### config.mk
export PLATFORM = sky130hd
export DESIGN_NAME = id_stage
export DESIGN_NICKNAME = d
export VERILOG_FILES = /design/src/rtl/pipe_pkg.sv /design/src/rtl/operand_bypass.sv /design/src/rtl/id_stage.sv
export SDC_FILE = /design/constraint.sdc
export NUM_CORES = 1
export LEC_CHECK = 0
export BUFFER_PORTS_ARGS = -buffer_cell sky130_fd_sc_hd__buf_4
export CAP_MARGIN = 20
export CORE_AREA = 2 2 139 141
export CTS_CLUSTER_SIZE = 8
export DETAILED_ROUTE_END_ITERATION = 7
export DIE_AREA = 0 0 141 143
export PLACE_DENSITY = 0.7
export SLEW_MARGIN = 20
export SYNTH_ARGS = -nofsm -noshare
export SYNTH_HDL_FRONTEND = slang
export SYNTH_SLANG_ARGS = --single-unit
### constraint.sdc
create_clock -name clock -period 2.56 [get_ports clock]
set_input_delay 0.512 -clock clock [delete_from_list [all_inputs] [get_ports clock]]
set_output_delay 0.512 -clock clock [all_outputs]
set_load 0.01 [all_outputs]
### src/rtl/pipe_pkg.sv
`default_nettype none
// ============================================================================
// Module      : pipe_pkg
// Description : Shared pipeline constants. Opcodes, instruction field bit
//               positions and register-address width derivation, used by
//               the register file, decode and execute stages.
// Revision    : 1.0 - initial release
// ============================================================================
package pipe_pkg;

    // Major opcodes (instruction bits [6:0])
    localparam logic [6:0] OPC_LOAD   = 7'b0000011;
    localparam logic [6:0] OPC_STORE  = 7'b0100011;
    localparam logic [6:0] OPC_OPIMM  = 7'b0010011;
    localparam logic [6:0] OPC_OP     = 7'b0110011;
    localparam logic [6:0] OPC_BRANCH = 7'b1100011;

    // Instruction field positions (low bit of each field)
    localparam int OPC_LO  = 0;
    localparam int RD_LO   = 7;
    localparam int RS1_LO  = 15;
    localparam int RS2_LO  = 20;
    localparam int IMM_LO  = 20;
    localparam int IMM_W   = 12;

    // Ceiling log2 of n, evaluated at elaboration time
    function automatic int clog2(input int n);
        int r;
        r = 0;
        for (int i = 0; i < 32; i++) begin
            if ((64'd1 << r) < 64'(n)) begin
                r = r + 1;
            end
        end
        return r;
    endfunction

    // Register-address width for a register file of n entries; never below 1
    function automatic int addr_width(input int n);
        return (clog2(n) < 1) ? 1 : clog2(n);
    endfunction

endpackage
`default_nettype wire

### src/rtl/operand_bypass.sv
`default_nettype none
// ============================================================================
// Module      : operand_bypass
// Description : Selects one source operand: register 0 reads as zero, a
//               matching writeback write overrides the supplied data,
//               otherwise the supplied data passes through.
// Revision    : 1.0 - initial release
// ============================================================================
module operand_bypass #(
    parameter int WIDTH  = 32,
    parameter int ADDR_W = 5
) (
    input  logic [ADDR_W-1:0] i_addr,
    input  logic [WIDTH-1:0]  i_rf_data,
    input  logic              i_wb_en,
    input  logic [ADDR_W-1:0] i_wb_addr,
    input  logic [WIDTH-1:0]  i_wb_data,
    output logic [WIDTH-1:0]  o_data
);

    // Zero register first, then writeback override, else the supplied value
    always_comb begin
        o_data = i_rf_data;
        if (i_addr == '0) begin
            o_data = '0;
        end else if (i_wb_en && (i_wb_addr == i_addr)) begin
            o_data = i_wb_data;
        end
    end

endmodule
`default_nettype wire

### src/rtl/id_stage.sv
`default_nettype none
// ============================================================================
// Module      : id_stage
// Description : Decode/operand stage. Drives register-file read addresses,
//               merges same-cycle writeback data, detects load-use hazards
//               and holds the result in a registered ID/EX slot with a
//               valid/ready handshake toward execute.
// Revision    : 1.0 - initial release
// ============================================================================
module id_stage
    import pipe_pkg::*;
#(
    parameter int WIDTH  = 32,
    parameter int NREGS  = 32,
    parameter int ADDR_W = addr_width(NREGS)
) (
    input  logic              clock,
    input  logic              reset,
    input  logic              if_valid,
    output logic              if_ready,
    input  logic [WIDTH-1:0]  if_instr,
    input  logic [WIDTH-1:0]  if_pc,
    output logic [ADDR_W-1:0] rf_rs1,
    output logic [ADDR_W-1:0] rf_rs2,
    input  logic [WIDTH-1:0]  rf_rd_data_1,
    input  logic [WIDTH-1:0]  rf_rd_data_2,
    input  logic              wb_wr_en,
    input  logic [ADDR_W-1:0] wb_wr_addr,
    input  logic [WIDTH-1:0]  wb_wr_data,
    input  logic              flush,
    input  logic              ex_ready,
    output logic              ex_valid,
    output logic [WIDTH-1:0]  ex_pc,
    output logic [WIDTH-1:0]  ex_instr,
    output logic [WIDTH-1:0]  ex_op_a,
    output logic [WIDTH-1:0]  ex_op_b,
    output logic [WIDTH-1:0]  ex_imm,
    output logic [ADDR_W-1:0] ex_rs1,
    output logic [ADDR_W-1:0] ex_rs2,
    output logic [ADDR_W-1:0] ex_rd,
    output logic              ex_is_load
);

    logic              r_ex_valid;
    logic [WIDTH-1:0]  r_ex_pc;
    logic [WIDTH-1:0]  r_ex_instr;
    logic [WIDTH-1:0]  r_ex_op_a;
    logic [WIDTH-1:0]  r_ex_op_b;
    logic [WIDTH-1:0]  r_ex_imm;
    logic [ADDR_W-1:0] r_ex_rs1;
    logic [ADDR_W-1:0] r_ex_rs2;
    logic [ADDR_W-1:0] r_ex_rd;
    logic              r_ex_is_load;

    logic [ADDR_W-1:0] w_rs1;
    logic [ADDR_W-1:0] w_rs2;
    logic [ADDR_W-1:0] w_rd;
    logic [WIDTH-1:0]  w_imm;
    logic              w_is_load;
    logic              w_hold;
    logic              w_hazard;
    logic              w_accept;
    logic [ADDR_W-1:0] w_bp_addr_a;
    logic [ADDR_W-1:0] w_bp_addr_b;
    logic [WIDTH-1:0]  w_bp_data_a;
    logic [WIDTH-1:0]  w_bp_data_b;
    logic [WIDTH-1:0]  w_op_a;
    logic [WIDTH-1:0]  w_op_b;

    // Field decode of the offered instruction
    assign w_rs1     = if_instr[RS1_LO +: ADDR_W];
    assign w_rs2     = if_instr[RS2_LO +: ADDR_W];
    assign w_rd      = if_instr[RD_LO  +: ADDR_W];
    assign w_imm     = {{(WIDTH-IMM_W){if_instr[IMM_LO+IMM_W-1]}}, if_instr[IMM_LO +: IMM_W]};
    assign w_is_load = (if_instr[OPC_LO +: 7] == OPC_LOAD);

    assign rf_rs1 = w_rs1;
    assign rf_rs2 = w_rs2;

    // Slot is stalled by execute; any accept is impossible in this state
    assign w_hold = r_ex_valid & ~ex_ready;

    // Both sources compared regardless of whether the opcode uses them
    assign w_hazard = r_ex_valid & r_ex_is_load & (r_ex_rd != '0) &
                      ((r_ex_rd == w_rs1) | (r_ex_rd == w_rs2));

    assign if_ready = ~flush & ~w_hazard & (~r_ex_valid | ex_ready);
    assign w_accept = if_valid & if_ready;

    // The bypass muxes serve the incoming operands normally, and are turned
    // around to snoop the held slot's operands while execute is stalled.
    assign w_bp_addr_a = w_hold ? r_ex_rs1  : w_rs1;
    assign w_bp_addr_b = w_hold ? r_ex_rs2  : w_rs2;
    assign w_bp_data_a = w_hold ? r_ex_op_a : rf_rd_data_1;
    assign w_bp_data_b = w_hold ? r_ex_op_b : rf_rd_data_2;

    operand_bypass #(.WIDTH(WIDTH), .ADDR_W(ADDR_W)) u_bypass_a (
        .i_addr    (w_bp_addr_a),
        .i_rf_data (w_bp_data_a),
        .i_wb_en   (wb_wr_en),
        .i_wb_addr (wb_wr_addr),
        .i_wb_data (wb_wr_data),
        .o_data    (w_op_a)
    );

    operand_bypass #(.WIDTH(WIDTH), .ADDR_W(ADDR_W)) u_bypass_b (
        .i_addr    (w_bp_addr_b),
        .i_rf_data (w_bp_data_b),
        .i_wb_en   (wb_wr_en),
        .i_wb_addr (wb_wr_addr),
        .i_wb_data (wb_wr_data),
        .o_data    (w_op_b)
    );

    // ID/EX slot: reset, then flush, then capture, hold-with-snoop, or drain
    always_ff @(posedge clock) begin
        if (reset) begin
            r_ex_valid   <= 1'b0;
            r_ex_pc      <= '0;
            r_ex_instr   <= '0;
            r_ex_op_a    <= '0;
            r_ex_op_b    <= '0;
            r_ex_imm     <= '0;
            r_ex_rs1     <= '0;
            r_ex_rs2     <= '0;
            r_ex_rd      <= '0;
            r_ex_is_load <= 1'b0;
        end else if (flush) begin
            r_ex_valid <= 1'b0;
        end else if (w_accept) begin
            r_ex_valid   <= 1'b1;
            r_ex_pc      <= if_pc;
            r_ex_instr   <= if_instr;
            r_ex_op_a    <= w_op_a;
            r_ex_op_b    <= w_op_b;
            r_ex_imm     <= w_imm;
            r_ex_rs1     <= w_rs1;
            r_ex_rs2     <= w_rs2;
            r_ex_rd      <= w_rd;
            r_ex_is_load <= w_is_load;
        end else if (w_hold) begin
            r_ex_op_a <= w_op_a;
            r_ex_op_b <= w_op_b;
        end else begin
            r_ex_valid <= 1'b0;
        end
    end

    assign ex_valid   = r_ex_valid;
    assign ex_pc      = r_ex_pc;
    assign ex_instr   = r_ex_instr;
    assign ex_op_a    = r_ex_op_a;
    assign ex_op_b    = r_ex_op_b;
    assign ex_imm     = r_ex_imm;
    assign ex_rs1     = r_ex_rs1;
    assign ex_rs2     = r_ex_rs2;
    assign ex_rd      = r_ex_rd;
    assign ex_is_load = r_ex_is_load;

endmodule
`default_nettype wire

==> qor.yml <==
pwr:
  internal_power_w: 0.00432
  ir_drop_mv: 0.422
  p_comb_share_pct: 20.1
  p_seq_share_pct: 37.6
  total_power_w: 0.00597
  powerDensity_nw_per_um2: 574
  cellLeakagePower_nw: 4.70
  switching_power_w: 0.00165
  clock_power_share_pct: 42.2
  p_sw_share_pct: 27.6
critical_path:
  required_ns: 2.83
  worstSetupStartpoint: "ex_instr[8]"
  reg2reg_from: "ex_instr[8]"
  reg2regPathDepth: 6
  cp.arrival_ns: 2.65
  crit_path_end_kind: "register"
  cp-endpoint: "ex_op_b[1]"
  crit_path_max_fanout: 26
  worst-setup-path-type: "register to register"
  rr_endpoint: "ex_op_b[1]"
  cp-start-kind: "register"
  ff2ff_setup_slack_ns: 0.18
layout:
  drive_gt1_share_pct: 48.6
  areaGrowthSynthToFinish_pct: 42.1
  num_antenna_cells: 0
  fillCellCount: 1652
  stdcell_area_um2: 10400
  nNetsFinal: 1189
drt:
  detail_route.vias_per_cell: 5.61
  avgRoutedWirePerCell_um: 19.2
  firstDrtPassIters: 4
  vias: 7087
  ant_nets: 0
  drt_drc_violations_left: 0
  drtIter0Drc: 455
  wl_um: 24200
synth:
  synth_top_area_share_pct: 35.6
  synthCells: 753
  synth-seq-area-share_pct: 35.6
  synthArstFlopShare_pct: 0
  synth.most_common_cell: "dfxtp_1"
  ys_seq_elements: 130
  synth.avg_cell_area_um2: 9.72
  synth-main-ff-cell: "dfxtp_1"
  yosys-top-cells-area: "dfxtp_1 36%, a311oi_2 13%, mux2i_1 9.3%"
  syn-num-nets: 924
  netlist_area_um2: 7320
  yosysUniqueCellTypes: 35
  yosys_warnings: 0
  yosys.area.top_type: "dfxtp_1"
  synth_edf_count: 0
  yosys-top-cells-count: "130 x dfxtp_1, 79 x nor2_1, 68 x mux2i_1, 66 x buf_4, 65 x a21oi_1"
sta:
  setup_viol: 0
  final-max-slew-violation-count: 0
  worst_slew_pin_slew_ns: 0.648
  clock_skew_ns: 0.0115
  max_freq_ghz: 0.421
  finalHoldViolations: 0
  maxSlewHeadroom_pct: 56.8
  timing.hold.ws_ns: 0.325
  min_period_ns: 2.38
  rsz0062_at_grt: "false"
  fin_crit_sh_pct: 92.8
  worst_slack_ns: 0.185
clock_network:
  clk_latency_ns: 0.42
  cts_hold_buf: 0
  cts-htree-levels: 4
  tritoncts: "done"
  root_buffer: "clkbuf_16"
  numCtsBuffers: 17
  clk_path_buf_depth: 2
  post_cts_buffers: 0
  path_clk_slew_ns: 0.06
  cts_sinks: 130
placed_design:
  port_buffers: 358
  dp_worst_setup_slack_ns: -0.0946
  dpl_cell_area_um2: 9770
  dp_hpwl_um: 17000
  gp_congestion: 0.826
die:
  start_util_pct: 39.4
  num_rows: 50
  io_pins: 359
  core_area_um2: 18600
  fp.dieH_um: 143
  die_w_um: 141
  dieArea_um2: 20200
outcome:
  outcome: "completed"
flow_run:
  maxCapViolations: 0
global_route:
  grt_usage_pct: 23.3
  grt_pass1_vias: 6740
  grt_pass1_wl_um: 37000
  grt_start_max_net_pins: 65
  grt_overflow: 0
  antenna_found_initial: 0
worst_hold_path:
  min_path_type: "primary input to register"
cell usage in the layout (no fill, tap or decap), types with 3 or more instances in the layout:
| master | n |
|---|---|
| clkbuf_16 | 17 |
| nand4b_1 | 64 |
| dfxtp_1 | 128 |
| mux2i_1 | 68 |
| bufinv_16 | 3 |
| xor2_1 | 12 |
| inv_6 | 4 |
| nand2_1 | 8 |
| inv_1 | 4 |
| buf_4 | 372 |
| a21oi_1 | 65 |
| o211ai_1 | 3 |
| nand3_1 | 4 |
| a311oi_2 | 64 |
| nand3_2 | 4 |
| and2_1 | 4 |
| o2111ai_1 | 4 |
| or4_1 | 3 |
| o211ai_2 | 3 |
| buf_12 | 14 |
| nor2_1 | 79 |
| nor3_1 | 4 |
| nand4_1 | 64 |
| xnor2_1 | 4 |
registers in the layout (all words and copies together), names as in the netlist:
| name | flops |
|---|---|
| ex_valid | 1 |
| ex_op_b | 32 |
| ex_op_a | 32 |
| ex_is_load | 1 |
| ex_instr | 32 |
| ex_pc | 32 |
cells by family after synthesis:
group                  after synthesis  synth area share [%]
AO/OA/AOI/OAI                      146                  19.9
multiplexers                        68                  9.30
flip-flops                         130                  35.6
AND/OR/NAND/NOR                    247                  20.3
buffers and inverters              146                  13.0
XOR/XNOR                            16                  1.92
per-stage QoR:
step	util, %	std cells	setup TNS, ns
4_1_cts	55.9	1264	0
3_5_place_dp	52.6	1233	-3.08
2_1_floorplan	-	753	0
5_1_grt	56.0	1264	0
6_report	56.0	1264	0
3_3_place_gp	52.6	1233	-0.0102
how the worst min path moves through the flow:
stage	start	end	slack (ns)	cells after the start
2_1_floorplan	ex_is_load	ex_is_load	0.50	2
3_3_place_gp	ex_is_load	ex_is_load	0.47	2
3_5_place_dp	ex_is_load	ex_is_load	0.47	2
4_1_cts	if_instr[31]	ex_instr[31]	0.31	3
5_1_grt	if_instr[31]	ex_instr[31]	0.31	3
6_report	if_instr[31]	ex_instr[31]	0.33	3
final cells by class:
class | count | area [um2] | share of cell area (%)
Clock inverter | 14 | 179 | 1.72
Sequential cell | 130 | 2610 | 25.1
Inverter | 4 | 15.0 | 0.144
Timing Repair Buffer | 388 | 3100 | 29.8
Multi-Input combinational cell | 477 | 3790 | 36.4
Clock buffer | 17 | 425 | 4.09
Tap cell | 234 | 293 | 2.82
timing repair:
item                       CTS  global route
hold endpoints to repair     0             0
setup endpoints to repair    4            60
gates resized for setup      1             7
power by group through the flow:
| stage | logic (W) | registers [W] | clock network [W] |
|---|---|---|---|
| after floorplan | 0.000593 | 0.00233 | 0 |
| after global placement | 0.00119 | 0.00229 | 0 |
| after detailed placement | 0.00120 | 0.00229 | 0 |
| after CTS | 0.00121 | 0.00225 | 0.00257 |
| after global routing | 0.00129 | 0.00226 | 0.00267 |
| final | 0.00120 | 0.00225 | 0.00252 |
metal layers:
layer	up-vias	share of wire, %	GRT usage (%)
met1	3437	42	29.6
met3	37	6.2	5.70
met4	0	2.2	8.42
met5	-	0	0
li1	3332	-	-
met2	281	50	38.6
worst max-delay path: stages (launching register included):
cell and delay (ns):
dfxtp_1 0.37, or4_1 0.58, o211ai_2 0.21, o31a_2 0.31, and2_2 0.37, buf_12 0.25, a311oi_2 0.12
Power figures use the tool's default switching activity.
